[src/rtl/seg7_scan_driver.sv]
// Time-multiplexed scan controller for a 6-digit hex 7-segment display.
// Double-buffered value, blanking gap per slot, per-digit masking and leading-zero suppression.
module seg7_scan_driver #(
    parameter int CLK_DIV   = 50000,
    parameter int BLANK_CYC = 16
) (
    input  logic        clk,
    input  logic        rst,
    input  logic        load,
    input  logic [23:0] disp_in,
    input  logic [5:0]  blank_mask,
    input  logic        lz_supp,
    output logic [2:0]  scan_idx,
    output logic [3:0]  digit,
    output logic [5:0]  an,
    output logic        digit_valid,
    output logic        frame_done
);

    localparam int CW = (CLK_DIV > 1) ? $clog2(CLK_DIV) : 1;
    localparam logic [CW-1:0] CNT_LAST = CW'(CLK_DIV - 1);
    localparam logic [CW-1:0] ON_START = CW'(BLANK_CYC);

    typedef enum logic [0:0] {
        ST_BLANK = 1'b0,
        ST_ON    = 1'b1
    } state_t;

    state_t        state_r, state_s;
    logic [CW-1:0] cnt_r, cnt_s;
    logic [2:0]    idx_s;
    logic [23:0]   pending_r, pending_s;
    logic [23:0]   active_r, active_s;
    logic [3:0]    digit_s;
    logic [5:0]    an_s;
    logic          frame_done_s;
    logic          boundary_s;

    function automatic logic [3:0] nibble_at(input logic [23:0] val, input logic [2:0] idx);
        case (idx)
            3'd0:    nibble_at = val[3:0];
            3'd1:    nibble_at = val[7:4];
            3'd2:    nibble_at = val[11:8];
            3'd3:    nibble_at = val[15:12];
            3'd4:    nibble_at = val[19:16];
            3'd5:    nibble_at = val[23:20];
            default: nibble_at = 4'h0;
        endcase
    endfunction

    // Physical anode wiring is not in index order: digit 0 is bit 0, the rest run down from bit 5.
    function automatic logic [5:0] anode_map(input logic [2:0] idx);
        case (idx)
            3'd0:    anode_map = 6'b000001;
            3'd1:    anode_map = 6'b100000;
            3'd2:    anode_map = 6'b010000;
            3'd3:    anode_map = 6'b001000;
            3'd4:    anode_map = 6'b000100;
            3'd5:    anode_map = 6'b000010;
            default: anode_map = 6'b000000;
        endcase
    endfunction

    function automatic logic is_dark(input logic [23:0] val, input logic [2:0] idx,
                                     input logic [5:0] mask, input logic lz);
        logic masked;
        logic upper_nz;
        case (idx)
            3'd0:    masked = mask[0];
            3'd1:    masked = mask[1];
            3'd2:    masked = mask[2];
            3'd3:    masked = mask[3];
            3'd4:    masked = mask[4];
            3'd5:    masked = mask[5];
            default: masked = 1'b1;
        endcase
        upper_nz = 1'b0;
        for (int k = 0; k < 6; k++) begin
            if ((k >= int'(idx)) && (val[4*k +: 4] != 4'h0)) begin
                upper_nz = 1'b1;
            end else begin
                upper_nz = upper_nz;
            end
        end
        is_dark = masked || (lz && (idx != 3'd0) && !upper_nz);
    endfunction

    // Next-state and next-output computation; all outputs are registered from these values.
    always_comb begin
        cnt_s        = cnt_r;
        idx_s        = scan_idx;
        state_s      = state_r;
        an_s         = 6'b000000;
        frame_done_s = 1'b0;

        boundary_s = (state_r == ST_ON) && (cnt_r == CNT_LAST) && (scan_idx == 3'd5);
        pending_s  = load ? disp_in : pending_r;
        active_s   = boundary_s ? pending_s : active_r;

        if (cnt_r == CNT_LAST) begin
            cnt_s = {CW{1'b0}};
            idx_s = (scan_idx == 3'd5) ? 3'd0 : scan_idx + 3'd1;
        end else begin
            cnt_s = cnt_r + CW'(1);
            idx_s = scan_idx;
        end

        case (state_r)
            ST_BLANK: state_s = (cnt_s >= ON_START) ? ST_ON : ST_BLANK;
            ST_ON:    state_s = (cnt_s >= ON_START) ? ST_ON : ST_BLANK;
            default:  state_s = ST_BLANK;
        endcase

        digit_s = nibble_at(active_s, idx_s);

        if ((state_s == ST_ON) && !is_dark(active_s, idx_s, blank_mask, lz_supp)) begin
            an_s = anode_map(idx_s);
        end else begin
            an_s = 6'b000000;
        end

        if ((state_s == ST_ON) && (cnt_s == CNT_LAST) && (idx_s == 3'd5)) begin
            frame_done_s = 1'b1;
        end else begin
            frame_done_s = 1'b0;
        end
    end

    // State, buffers and registered outputs.
    always_ff @(posedge clk) begin
        if (rst) begin
            state_r     <= ST_BLANK;
            cnt_r       <= {CW{1'b0}};
            pending_r   <= 24'h000000;
            active_r    <= 24'h000000;
            scan_idx    <= 3'd0;
            digit       <= 4'h0;
            an          <= 6'b000000;
            digit_valid <= 1'b0;
            frame_done  <= 1'b0;
        end else begin
            state_r     <= state_s;
            cnt_r       <= cnt_s;
            pending_r   <= pending_s;
            active_r    <= active_s;
            scan_idx    <= idx_s;
            digit       <= digit_s;
            an          <= an_s;
            digit_valid <= |an_s;
            frame_done  <= frame_done_s;
        end
    end

endmodule

[config.mk]
export PLATFORM = sky130hd
export DESIGN_NAME = seg7_scan_driver
export DESIGN_NICKNAME = d
export VERILOG_FILES = /design/src/rtl/seg7_scan_driver.sv
export SDC_FILE = /design/constraint.sdc
export NUM_CORES = 1
export LEC_CHECK = 0
export CAP_MARGIN = 15
export CORE_ASPECT_RATIO = 1.4
export CORE_MARGIN = 1
export CORE_UTILIZATION = 45
export DETAILED_ROUTE_END_ITERATION = 10
export GPL_ROUTABILITY_DRIVEN = 1
export HOLD_SLACK_MARGIN = 0.03
export PLACE_DENSITY = 0.68
export SETUP_SLACK_MARGIN = 0.4
export SLEW_MARGIN = 20
export SYNTH_ARGS = -nofsm -noshare
export SYNTH_HDL_FRONTEND = slang
export SYNTH_SLANG_ARGS = --single-unit
[constraint.sdc]
create_clock -name clk -period 3.6 [get_ports clk]
set_input_delay 0.72 -clock clk [delete_from_list [all_inputs] [get_ports clk]]
set_output_delay 0.72 -clock clk [all_outputs]
set_load 0.03 [all_outputs]
# Yosys cells after proc, flatten, opt, wreduce, memory -nomap -nowiden
# Cells that the tools add are included.
[classes] n_addsub=2 magnitude_cmp=7 n_eq_ne=8 n_mux=17 reduce_logical=25
[op_table] cell="two-way mux 24 bit" n=2
[op_table] cell="case mux 6 bit (6 select lines)" n=1
[op_table] cell="equality test 16 bit (second input constant)" n=2
[op_table] cell="case mux 4 bit (6 select lines)" n=1
[op_table] cell="nonzero test 4 bit" n=6
[op_table] cell="adder 16 x 1 -> 16 bit (second input constant)" n=1
[op_table] cell=">= comparator 16 x 5 -> 1 bit (second input constant)" n=1
[op_table] cell="two-way mux 16 bit" n=1
[op_table] cell="logical AND 1 bit" n=13
[op_table] cell="equality test 3 bit (second input constant)" n=3
[op_table] cell="two-way mux 1 bit" n=8
[op_table] cell="equality test 3 x 2 -> 1 bit (second input constant)" n=2
[op_table] cell=">= comparator 1 x 3 -> 1 bit (first input constant)" n=2
[op_table] cell=">= comparator 2 x 3 -> 1 bit (first input constant)" n=2
[op_table] cell=">= comparator 3 bit (first input constant)" n=2
[op_table] cell="two-way mux 3 bit" n=2
[op_table] cell="two-way mux 6 bit" n=1
[op_table] cell="case mux 1 bit (6 select lines)" n=1
[op_table] cell="OR reduction 6 bit" n=1
[op_table] cell="adder 3 x 1 -> 3 bit (second input constant)" n=1
[op_table] cell="equality test 3 x 1 -> 1 bit (second input constant)" n=1
[op_table] cell="logical NOT 3 bit" n=1
[op_table] cell="nonzero test 3 bit" n=1
[op_table] cell="logical NOT 1 bit" n=2
[op_table] cell="logical OR 1 bit" n=1
[totals] ff_bits=80 out_inout_bits=15 elab_cells=68

# Depth between registers and ports, before layout
[logic_depth] word_depth=19 ltp_mapped=10 ltp_nobuf=8

# Least setup slack after synthesis
# OpenSTA, ideal clock, no wires.
[synth_path] path_kind="input-to-reg" from="in load" to="reg digit[0]" arrival_time_ns=2.527 t_required_ns=3.480 path_slack_ns=0.954 stages=8 path_buffers=3 path_cell_list="clkbuf_1 > clkbuf_1 > clkbuf_1 > mux2i_1 > nand2_1 > o21ai_0 > o22ai_1 > o31a_1"
[synth_via] elab_chain_cells=3
[synth_rtl] item="start, declared" line_no="9" text="input logic load,"
[synth_rtl] item="two-way mux 24 bit" line_no="97" text="pending_s = load ? disp_in : pending_r;"
[synth_rtl] item="two-way mux 24 bit" line_no="98" text="active_s = boundary_s ? pending_s : active_r;"
[synth_rtl] item="case mux 4 bit (6 select lines)" line_no="40" text="case (idx)"
[synth_rtl] item="end signal, assigned" line_no="147" text="digit <= digit_s;"
[synth_rtl] item="end, declared" line_no="14" text="output logic [3:0] digit,"
# No other way between the ends.
# A chain may end at the register's enable or synchronous reset.

# Worst setup path after layout
[layout_path] from="reg cnt_r[7]" to="reg an[1]"
[layout_via] elab_chain_cells=18 word_cells_on_any_way=49 classes_between="add/sub: 1; order compare: 7; eq/ne: 6; mux: 13; reduce/logical: 22"
[layout_rtl] item="start, declared" line_no="30" text="logic [CW-1:0] cnt_r, cnt_s;"
[layout_rtl] item="start signal, assigned" line_no="133" text="cnt_r <= {CW{1'b0}};"
[layout_rtl] item="start signal, assigned" line_no="143" text="cnt_r <= cnt_s;"
[layout_rtl] item="branches (longest 17 deep; another with adder 16 x 1 -> 16 bit)"
[layout_rtl] item="two-way mux 6 bit (*)" line_no="116" text="if ((state_s == ST_ON) && !is_dark(active_s, idx_s, blank_mask, lz_supp)) begin"
[layout_rtl] item="end signal, assigned" line_no="148" text="an <= an_s;"
[layout_rtl] item="end, declared" line_no="15" text="output logic [5:0] an,"
# Every way passes the cells marked *.

==> flow_metrics.env <==
export IMPL_outcome="finished, final reports clean"
export IMPL_clock_sinks=80
export IMPL_synth_distinct_cells=50
export IMPL_relSlewSlack=0.517
export IMPL_nFillCells=732
export IMPL_syn_to_final_growth_pct=20.9
export IMPL_hold_class="register to register"
export IMPL_htree_num_levels=3
export IMPL_drt_iter0_drc=130
export IMPL_fp_dieH_um=108
export IMPL_ys_seq_area_frac=0.444
export IMPL_path_clk_slew_ns=0.09
export IMPL_cp_max_fo=10
export IMPL_die_w_um=77.6
export IMPL_synthCells=410
export IMPL_grt_pass1_wl_um=14000
export IMPL_start_kind="register"
export IMPL_setup_viol=0
export IMPL_cap_violations=0
export IMPL_hold_viol_final=0
export IMPL_grt_max_degree=41
export IMPL_ant_nets=0
export IMPL_synthTopCellsByArea="dfxtp_1, nor2_1, mux2i_1"
export IMPL_gp_congestion=0.824
export IMPL_cts_buffers_inserted=9
export IMPL_cts_path_max_buffers=2
export IMPL_power_leakage_nw=1.57
export IMPL_antenna_found_initial=0
export IMPL_setup_tns_final_ns=0
export IMPL_dp_slack_ns=0.738
export IMPL_yosysMostFrequentCell="nor2_1"
export IMPL_power_density_nw_per_um2=419
export IMPL_io_buffers=48
export IMPL_fin_hold_ws_ns=0.489
export IMPL_post_route_period_util=0.803
export IMPL_worst_pin_slew_ns=0.719
export IMPL_synthesis_nets=446
export IMPL_num_vias=3054
export IMPL_peakVddDrop_v=0.000310
export IMPL_crit_arrival_ns=3.11
export IMPL_drive_gt1_frac=0.0773
export IMPL_synth_ff_latch_count=80
export IMPL_syn_avg_cell_area_um2=8.79
export IMPL_n_antenna_cell=0
export IMPL_ys_flop_type="dfxtp_1"
export IMPL_synth_area_leader_cell="dfxtp_1"
export IMPL_routed_via_density=5.52
export IMPL_path_class="register to register"
export IMPL_dr_pass1_iters=5
export IMPL_dieArea_um2=8380
export IMPL_maxSlewViolCount=0
export IMPL_rsz0062_at_grt="false"
export IMPL_required_ns=3.82
export IMPL_post_dp_hpwl_um=6090
export IMPL_synthArstFlopShare=0
export IMPL_fmax_mhz=346
export IMPL_synth_edff_count=0
export IMPL_synth_top_area_share=0.444
export IMPL_wire_per_inst_um=15.1
export IMPL_clockRootBuffer="clkbuf_8"
export IMPL_ios=49
export IMPL_cts_resized=0
export IMPL_grt_overflow=0
export IMPL_grt_usage=0.216
export IMPL_drc=0
export IMPL_setup_ws_ns=0.708
export IMPL_core_um2=7750
export IMPL_wl_um=8340
export IMPL_synth_commonest_cells="nor2_1, dfxtp_1, mux2i_1"
export IMPL_end_kind="register"
export IMPL_period_minus_slack_ns=2.89
export IMPL_worst_clock_skew_ns=0.0130
export IMPL_cts_tree="built"
export IMPL_start_util=0.465
export IMPL_cts_setup_buffers=0
export IMPL_clock_latency_ns=0.36
export IMPL_synthesis_area_um2=3600
export IMPL_postCtsHoldBufs=0
export IMPL_final_nets=484
export IMPL_yosys_warnings=0
export IMPL_grt_pass1_vias=2974
export IMPL_fp_row_count=38
-- layer usage --
layer	wire, um	global-route usage	up-vias	share of wire
met5	0	0	-	0
met4	237	0.109	0	0.028
met3	275	0.0390	18	0.033
met2	4270	0.377	65	0.51
met1	3550	0.251	1447	0.43
li1	-	-	1524	-
-- logic make-up after synthesis --
logic type / synth area share
AND/OR/NAND/NOR: 0.240
flip-flops: 0.444
AO/OA/AOI/OAI: 0.130
buffers and inverters: 0.0417
multiplexers: 0.0906
XOR/XNOR: 0.0437
adder cells (fa/ha/maj): 0.00972
-- sequential cells by signal, indices dropped and copies added, names as in the netlist --
signal       cells
scan_idx         3
frame_done       1
pending_r       24
active_r        24
digit_valid      1
cnt_r           16
digit            4
an               6
state_r          1
-- through the flow --
step,cell area (um2),util,power (W),std cells
4_1_cts,4360,0.562,0.00184,553
2_1_floorplan,3600,-,0.000993,410
6_report,4360,0.562,0.00183,553
5_1_grt,4360,0.562,0.00190,553
3_3_place_gp,4110,0.531,0.00105,537
3_5_place_dp,4110,0.531,0.00105,537
-- cell type report --
cell class | count | area (um2) | share of cell area
clock inverters | 7 | 120 | 0.0276
clock buffers | 9 | 124 | 0.0284
repair buffers | 54 | 515 | 0.118
well taps | 100 | 125 | 0.0287
flip-flops and latches | 80 | 1600 | 0.368
multi-input cells | 298 | 1850 | 0.425
inverters | 5 | 18.8 | 0.00431
-- cells in the final DEF, fill, tap and decap left out, types with 2 or more instances in the layout --
cell type         n
or4_1             5
nand3_1           6
o211ai_1          4
nor4b_1           5
nor3_1           12
buf_2             2
clkdlybuf4s50_1  46
nor2_1           86
o21ai_1           2
or2_2             2
nor2b_1           6
buf_4             6
clkbuf_8          9
nand2b_1          3
a21oi_1          10
xnor2_1          10
a22oi_1           7
nand2_1          24
clkinv_4          2
a211oi_1         12
nor4_1           12
nand4_1           4
ha_1              2
inv_1             5
bufinv_16         3
dfxtp_1          80
o21ai_0          16
and3_1            2
o31a_1            4
o22ai_1           6
xor2_1            8
nand4b_1          2
mux2i_1          29
-- where the power goes --
part / total [W] / switching [W] / internal [W]
clock network: 0.000800 / 0.000339 / 0.000462
registers: 0.000913 / 0.0000103 / 0.000903
logic: 0.000115 / 0.0000557 / 0.0000589
-- critical path, stage by stage, from the launching register on --
cell       delay [ns]
dfxtp_1          0.42
or4_4            0.58
nor4_4           0.21
buf_4            0.19
and2_0           0.43
maj3_1           0.24
o21ai_1          0.10
a2111oi_4        0.48
nor4b_1          0.12
-- worst paths after layout --
| path | endpoint | startpoint | depth (start not counted) | slack [ns] |
|---|---|---|---|---|
| min | cnt_r[0]$_SDFF_PP0_ | cnt_r[0]$_SDFF_PP0_ | 1 | 0.49 |
| max | an[1]$_SDFF_PP0_ | cnt_r[7]$_SDFF_PP0_ | 8 | 0.71 |
| max reg2reg | an[1]$_SDFF_PP0_ | cnt_r[7]$_SDFF_PP0_ | 8 | 0.71 |
| min reg2reg | cnt_r[0]$_SDFF_PP0_ | cnt_r[0]$_SDFF_PP0_ | 1 | 0.49 |
(Power assumes the default switching activity.)
